[config.mk]
export PLATFORM = sky130hd
export DESIGN_NAME = pwr_logic_pipe_flat
export DESIGN_NICKNAME = d
export VERILOG_FILES = /design/src/rtl/pwr_logic_pipe_if.sv /design/src/rtl/pwr_logic_pipe.sv /design/src/flat_wrapper.sv
export SDC_FILE = /design/constraint.sdc
export NUM_CORES = 1
export LEC_CHECK = 0
export CAP_MARGIN = 20
export CORE_ASPECT_RATIO = 0.75
export CORE_MARGIN = 1.5
export CORE_UTILIZATION = 51
export CTS_CLUSTER_DIAMETER = 40
export DETAILED_ROUTE_END_ITERATION = 16
export GPL_TIMING_DRIVEN = 0
export PLACE_DENSITY = 0.93
export RECOVER_POWER = 50
export SYNTH_ARGS = -nofsm -noshare
export SYNTH_HDL_FRONTEND = slang
export SYNTH_SLANG_ARGS = --single-unit
[constraint.sdc]
create_clock -name clk -period 6 [get_ports clk]
set_clock_uncertainty 0.2 [all_clocks]
set_input_delay 0.6 -clock clk [delete_from_list [all_inputs] [get_ports clk]]
set_output_delay 0.6 -clock clk [all_outputs]
set_load 0.02 [all_outputs]
[src/rtl/pwr_logic_pipe_if.sv]
// Handshake and operand/result bundle for pwr_logic_pipe.
// A beat transfers on a rising edge where valid & ready are both 1; the sender holds valid/data until then.
interface pwr_logic_pipe_if #(
  parameter int WIDTH = 8
);
  logic             in_valid;
  logic             in_ready;
  logic [WIDTH-1:0] a;
  logic [WIDTH-1:0] b;
  logic [WIDTH-1:0] c;
  logic [WIDTH-1:0] d;
  logic [1:0]       mode;
  logic             out_valid;
  logic             out_ready;
  logic [WIDTH-1:0] y;

  modport master (
    output in_valid, a, b, c, d, mode, out_ready,
    input  in_ready, out_valid, y
  );

  modport slave (
    input  in_valid, a, b, c, d, mode, out_ready,
    output in_ready, out_valid, y
  );
endinterface

[src/rtl/pwr_logic_pipe.sv]
// Pipelined multi-lane power-experiment logic cell with saturating output-toggle and beat counters.
// All stages advance together; a stalled output freezes the whole pipe.
module pwr_logic_pipe #(
  parameter int WIDTH = 8,
  parameter int PIPE  = 2,
  parameter int CNT_W = 16
) (
  input  logic             clk,
  input  logic             rst_n,
  pwr_logic_pipe_if.slave  bus,
  input  logic             cnt_clr,
  output logic [CNT_W-1:0] toggle_cnt,
  output logic [CNT_W-1:0] beat_cnt
);
  localparam int SUM_W = ((CNT_W > 32) ? CNT_W : 32) + 1;
  localparam logic [CNT_W-1:0] CNT_MAX = '1;

  logic [WIDTH-1:0] t_and, t_xnor, f_full, lane_res;
  logic             adv, out_hs;
  logic [PIPE-1:0]  vld_q, vld_d;
  logic [WIDTH-1:0] res_q [PIPE];
  logic [WIDTH-1:0] res_d [PIPE];
  logic [WIDTH-1:0] last_y_q, last_y_d;
  logic [CNT_W-1:0] tog_q, tog_d, beat_q, beat_d;
  logic [SUM_W-1:0] pop, tog_base, beat_base, tog_sum, beat_sum;

  always_comb begin
    t_and  = bus.a & bus.d;
    t_xnor = ~(bus.a ^ bus.b) & (bus.b ^ bus.c);
    f_full = t_and | t_xnor;
    case (bus.mode)
      2'b00:   lane_res = f_full;
      2'b01:   lane_res = ~f_full;
      2'b10:   lane_res = t_xnor;
      default: lane_res = t_and;
    endcase
  end

  assign adv           = ~vld_q[PIPE-1] | bus.out_ready;
  assign out_hs        = vld_q[PIPE-1] & bus.out_ready;
  assign bus.in_ready  = adv;
  assign bus.out_valid = vld_q[PIPE-1];
  assign bus.y         = res_q[PIPE-1];
  assign toggle_cnt    = tog_q;
  assign beat_cnt      = beat_q;

  // Result registers only load behind a valid bit, so bubbles leave data lines quiet.
  always_comb begin
    vld_d = vld_q;
    res_d = res_q;
    if (adv) begin
      vld_d[0] = bus.in_valid;
      if (bus.in_valid) res_d[0] = lane_res;
      for (int i = 1; i < PIPE; i++) begin
        vld_d[i] = vld_q[i-1];
        if (vld_q[i-1]) res_d[i] = res_q[i-1];
      end
    end
  end

  always_comb begin
    pop = '0;
    for (int i = 0; i < WIDTH; i++) begin
      pop = pop + SUM_W'(res_q[PIPE-1][i] ^ last_y_q[i]);
    end
    tog_base  = cnt_clr ? '0 : SUM_W'(tog_q);
    beat_base = cnt_clr ? '0 : SUM_W'(beat_q);
    tog_sum   = tog_base + pop;
    beat_sum  = beat_base + SUM_W'(1);
    tog_d     = tog_q;
    beat_d    = beat_q;
    last_y_d  = last_y_q;
    // A clear in the same cycle as a handshake restarts the counts from this beat.
    if (out_hs) begin
      tog_d    = (tog_sum > SUM_W'(CNT_MAX)) ? CNT_MAX : tog_sum[CNT_W-1:0];
      beat_d   = (beat_sum > SUM_W'(CNT_MAX)) ? CNT_MAX : beat_sum[CNT_W-1:0];
      last_y_d = res_q[PIPE-1];
    end else if (cnt_clr) begin
      tog_d  = '0;
      beat_d = '0;
    end
  end

  always_ff @(posedge clk or negedge rst_n) begin
    if (!rst_n) begin
      vld_q    <= '0;
      last_y_q <= '0;
      tog_q    <= '0;
      beat_q   <= '0;
      for (int i = 0; i < PIPE; i++) res_q[i] <= '0;
    end else begin
      vld_q    <= vld_d;
      last_y_q <= last_y_d;
      tog_q    <= tog_d;
      beat_q   <= beat_d;
      for (int i = 0; i < PIPE; i++) res_q[i] <= res_d[i];
    end
  end
endmodule

[src/flat_wrapper.sv]
// flat-port wrapper written by rule: the top's interface ports become plain ports
module pwr_logic_pipe_flat 
#(
  parameter int WIDTH = 8,
  parameter int PIPE  = 2,
  parameter int CNT_W = 16
)
  (clk, rst_n, cnt_clr, toggle_cnt, beat_cnt, bus_in_valid, bus_a, bus_b, bus_c, bus_d, bus_mode, bus_out_ready, bus_in_ready, bus_out_valid, bus_y);
  pwr_logic_pipe_if #(.WIDTH(WIDTH)) bus_i ();
  input  logic clk;
  input  logic rst_n;
  input  logic cnt_clr;
  output logic [CNT_W-1:0] toggle_cnt;
  output logic [CNT_W-1:0] beat_cnt;
  input wire logic [$bits(bus_i.in_valid)-1:0] bus_in_valid;
  input wire logic [$bits(bus_i.a)-1:0] bus_a;
  input wire logic [$bits(bus_i.b)-1:0] bus_b;
  input wire logic [$bits(bus_i.c)-1:0] bus_c;
  input wire logic [$bits(bus_i.d)-1:0] bus_d;
  input wire logic [$bits(bus_i.mode)-1:0] bus_mode;
  input wire logic [$bits(bus_i.out_ready)-1:0] bus_out_ready;
  output wire logic [$bits(bus_i.in_ready)-1:0] bus_in_ready;
  output wire logic [$bits(bus_i.out_valid)-1:0] bus_out_valid;
  output wire logic [$bits(bus_i.y)-1:0] bus_y;
  assign bus_i.in_valid = bus_in_valid;
  assign bus_i.a = bus_a;
  assign bus_i.b = bus_b;
  assign bus_i.c = bus_c;
  assign bus_i.d = bus_d;
  assign bus_i.mode = bus_mode;
  assign bus_i.out_ready = bus_out_ready;
  assign bus_in_ready = bus_i.in_ready;
  assign bus_out_valid = bus_i.out_valid;
  assign bus_y = bus_i.y;
  pwr_logic_pipe #(.WIDTH(WIDTH), .PIPE(PIPE), .CNT_W(CNT_W)) u_core (.clk(clk), .rst_n(rst_n), .bus(bus_i), .cnt_clr(cnt_clr), .toggle_cnt(toggle_cnt), .beat_cnt(beat_cnt));
endmodule
==> results.md <==
* Crit path capture: u_core.toggle_cnt[12]
* Diode count at 0
* Die area at about 7600 µm²
* CTS root buffer: clkbuf_8
* IO buf count at approximately 80
* Initial DRC Count at about 210
* Synth warn at 0
* R2R Path Start: u_core.bus.y[7]
* Number of global-route vias before repair at 2,994
* Outcome: finished, violations left
* Fill cells at about 470
* Critical setup path kind: in -> reg
* Most common cell after layout, fill and taps aside: clkdlybuf4s50_1
* RSZ-0062 raised after global routing: no
* Max-cap viol count at 1
* Leakage power of the design at slightly above 2 nW
* Slew margin rel. at -50.7%
* # rows at 26
* Flop2flop setup slack at about 1100 ps
* Largest net degree at the start of global routing at 43
* Number of buffers created by CTS at 9
* Clock-pin slew on the worst setup and hold paths at roughly 60 ps
* Reg2Reg Depth at 14
* Total GRT Usage at between 20% and 30%
* Die H at 75.8 µm
* I/O pins at just over 80
* Post CTS Setup Buffer Count at 0
* Maximum fanout along the worst path at 10
* TritonCTS clock tree: done
* Routed WL at ~9000 µm
* Worst Setup SP: cnt_clr
* Synthesized area at 3600 µm²
* Syn_area_per_cell at between 9 and 10 µm²
* Final #Nets at about 530
* Pre-antenna DRT Iters at 5
* Total negative slack at 0 ps
* Yosys reg bits at 58
* Fin. max-slew vios at 43
* Design area at about 4700 µm²
* Routed vias/inst at around 5.8
* Final Hold Violating Endpoints at 0
* PwrDens at 390 nW/µm²
* WP data required at around 6000 ps
* Register area at 1450 µm²
* Fmax at approximately 0.18 GHz
* Initial antenna violation count at 0
* Post-synthesis cell count at approximately 390
* Least-Margin Pin Slew at roughly 2300 ps
* Hold WC Path Type: reg -> reg
* Mapped Nets at 440
* Worst hold slack at 280 ps
* Global route total overflow at 0
* Total power at 1.83 mW
* Drt drc at 0
* Antenna-violating nets left at 0
* Final Core Density at between 60% and 70%
* Multi-input gate area at ~2000 µm²
* Area Growth Syn to Fin at 30.4%
* CTS H-tree lvls at 3
* Predominant post-synthesis flop cell: dfrtp_1
* Clock latency on the worst-skew pair at between 300 and 400 ps
* Share of layout cells above drive strength 1 at 8.90%
* Fraction of registers with async set/reset at between 90% and 100%
* Die W at about 100 µm
* Final HPWL DP at 6680 µm
* Most frequent cells in the layout: clkdlybuf4s50_1, dfrtp_1, nand2_1, o21ai_0, nor2b_1
* Routability cong. at slightly below 0.9
* Post-synth EDFFs at 0
* Sequential-to-total area share from yosys stat at ~40%
* Failing checks: capacitance limit, slew limit
* Endpoint arrival time on the critical path at around 5500 ps
* Final setup violating endpoints at 0
* Initial Utilization at 52.7%
* CP Capture Type: flip-flop
* Core footprint at between 6000 and 7000 µm²
* Maximum VDD drop at ~300 µV
* Min cycle time layout at 5460 ps
* Post-DP Area at ~4500 µm²
* Drt wl/cell at roughly 16 µm
* CTS sink count at 58
* Cell variety after synth at 51
* Fin crit share at approximately 91%
* Global-route wire length before repair at ~14,000 µm
* Reg2reg end: u_core.toggle_cnt[12]
* Via count at ~3,300
* Crit path launch type: input port
* Clock Tree Buf Depth at 2
-- registers in the layout (all words and copies together) (netlist names) --
signal,count
u_core.last_y_q,8
u_core.toggle_cnt,16
u_core.bus.y,8
u_core.res_q,8
u_core.vld_q,2
u_core.beat_cnt,16
-- final cells by class --
class                   instances  area share [%]
clock buffers                  11            3.22
multi-input cells             298            42.6
repair buffers                 81            17.0
clock inverters                 3           0.853
inverters                      12           0.959
plain buffers                  20            2.24
flip-flops and latches         58            30.9
well taps                      84            2.24
-- synthesized netlist by cell type (2+ instances only) --
master / number / area share (%)
dfrtp_1: 58 / 40
nand2_1: 54 / 5.6
o21ai_0: 29 / 4.0
nor2b_1: 21 / 3.6
a21oi_1: 20 / 2.8
nor2_1: 19 / 2.0
xnor2_1: 17 / 4.1
clkbuf_1: 12 / 1.3
mux2i_1: 12 / 3.3
nand2b_1: 12 / 2.1
inv_1: 10 / 1.0
mux2_2: 9 / 2.8
nor3_1: 9 / 1.3
xor2_1: 9 / 2.2
a22oi_1: 8 / 1.7
buf_4: 8 / 1.7
ha_1: 8 / 2.8
nand3_1: 6 / 0.83
fa_1: 5 / 2.8
and3_1: 4 / 0.69
nand3b_1: 4 / 0.83
nand4_1: 4 / 0.69
o22a_1: 4 / 0.97
o311ai_0: 4 / 0.97
or3_1: 4 / 0.69
a211oi_1: 3 / 0.63
a21o_1: 3 / 0.63
a31oi_1: 3 / 0.52
nor4_1: 3 / 0.52
and2_1: 2 / 0.35
nor4b_1: 2 / 0.49
o22ai_1: 2 / 0.35
or2_2: 2 / 0.35
-- worst max-delay path, cell delays in order --
cell and delay, ps:
clkdlybuf4s50_1 530, clkbuf_1 420, clkbuf_1 450, nor2b_1 150, fa_1 530, inv_1 70, fa_1 540, inv_1 60
fa_1 460, fa_1 420, a21o_1 210, a21oi_1 360, nor3_1 190, nand2_1 300, o21ai_0 170
-- how the worst min path moves through the flow --
stage	cells after the start	slack, ps	start	endpoint
floorplan	0	100	rst_n	u_core.beat_cnt[0]
global placement	2	250	u_core.vld_q[0]	u_core.vld_q[1]
detailed placement	2	270	u_core.vld_q[0]	u_core.vld_q[1]
CTS	2	280	u_core.vld_q[0]	u_core.vld_q[1]
global route	2	300	u_core.vld_q[0]	u_core.vld_q[1]
finish	2	280	u_core.res_q[12]	u_core.res_q[12]
-- where the power goes --
group / internal [mW] / switching [mW]
Sequential: 0.471 / 0.0769
Clock: 0.208 / 0.150
Combinational: 0.447 / 0.476
Total: 1.13 / 0.703
-- timing repair --
item,CTS,global route
gates resized for setup,0,0
endpoints found under the hold margin,16,0
hold buffers,1,0
-- cell families after synthesis --
family	count (synthesis)	share of synthesized area, %
AO/OA/AOI/OAI	85	15.5
buffers and inverters	32	4.17
AND/OR/NAND/NOR	153	22.0
XOR/XNOR	26	6.32
flip-flops	58	40.3
adder cells (fa/ha/maj)	13	5.56
multiplexers	21	6.15
-- through the flow --
step | instances | worst slack (ps)
2_1_floorplan | 388 | 1600
3_3_place_gp | 551 | 462
3_5_place_dp | 552 | 279
4_1_cts | 567 | 643
5_1_grt | 567 | 342
6_report | 567 | 538
-- metal layers --
metal,track usage [%],part of all wire [%],routed length (µm)
met1,33.7,45,4030
met2,37.9,47,4250
met4,9.39,1.2,108
met3,6.06,6.6,596
met5,0,0,0
(Power assumes the default switching activity.)
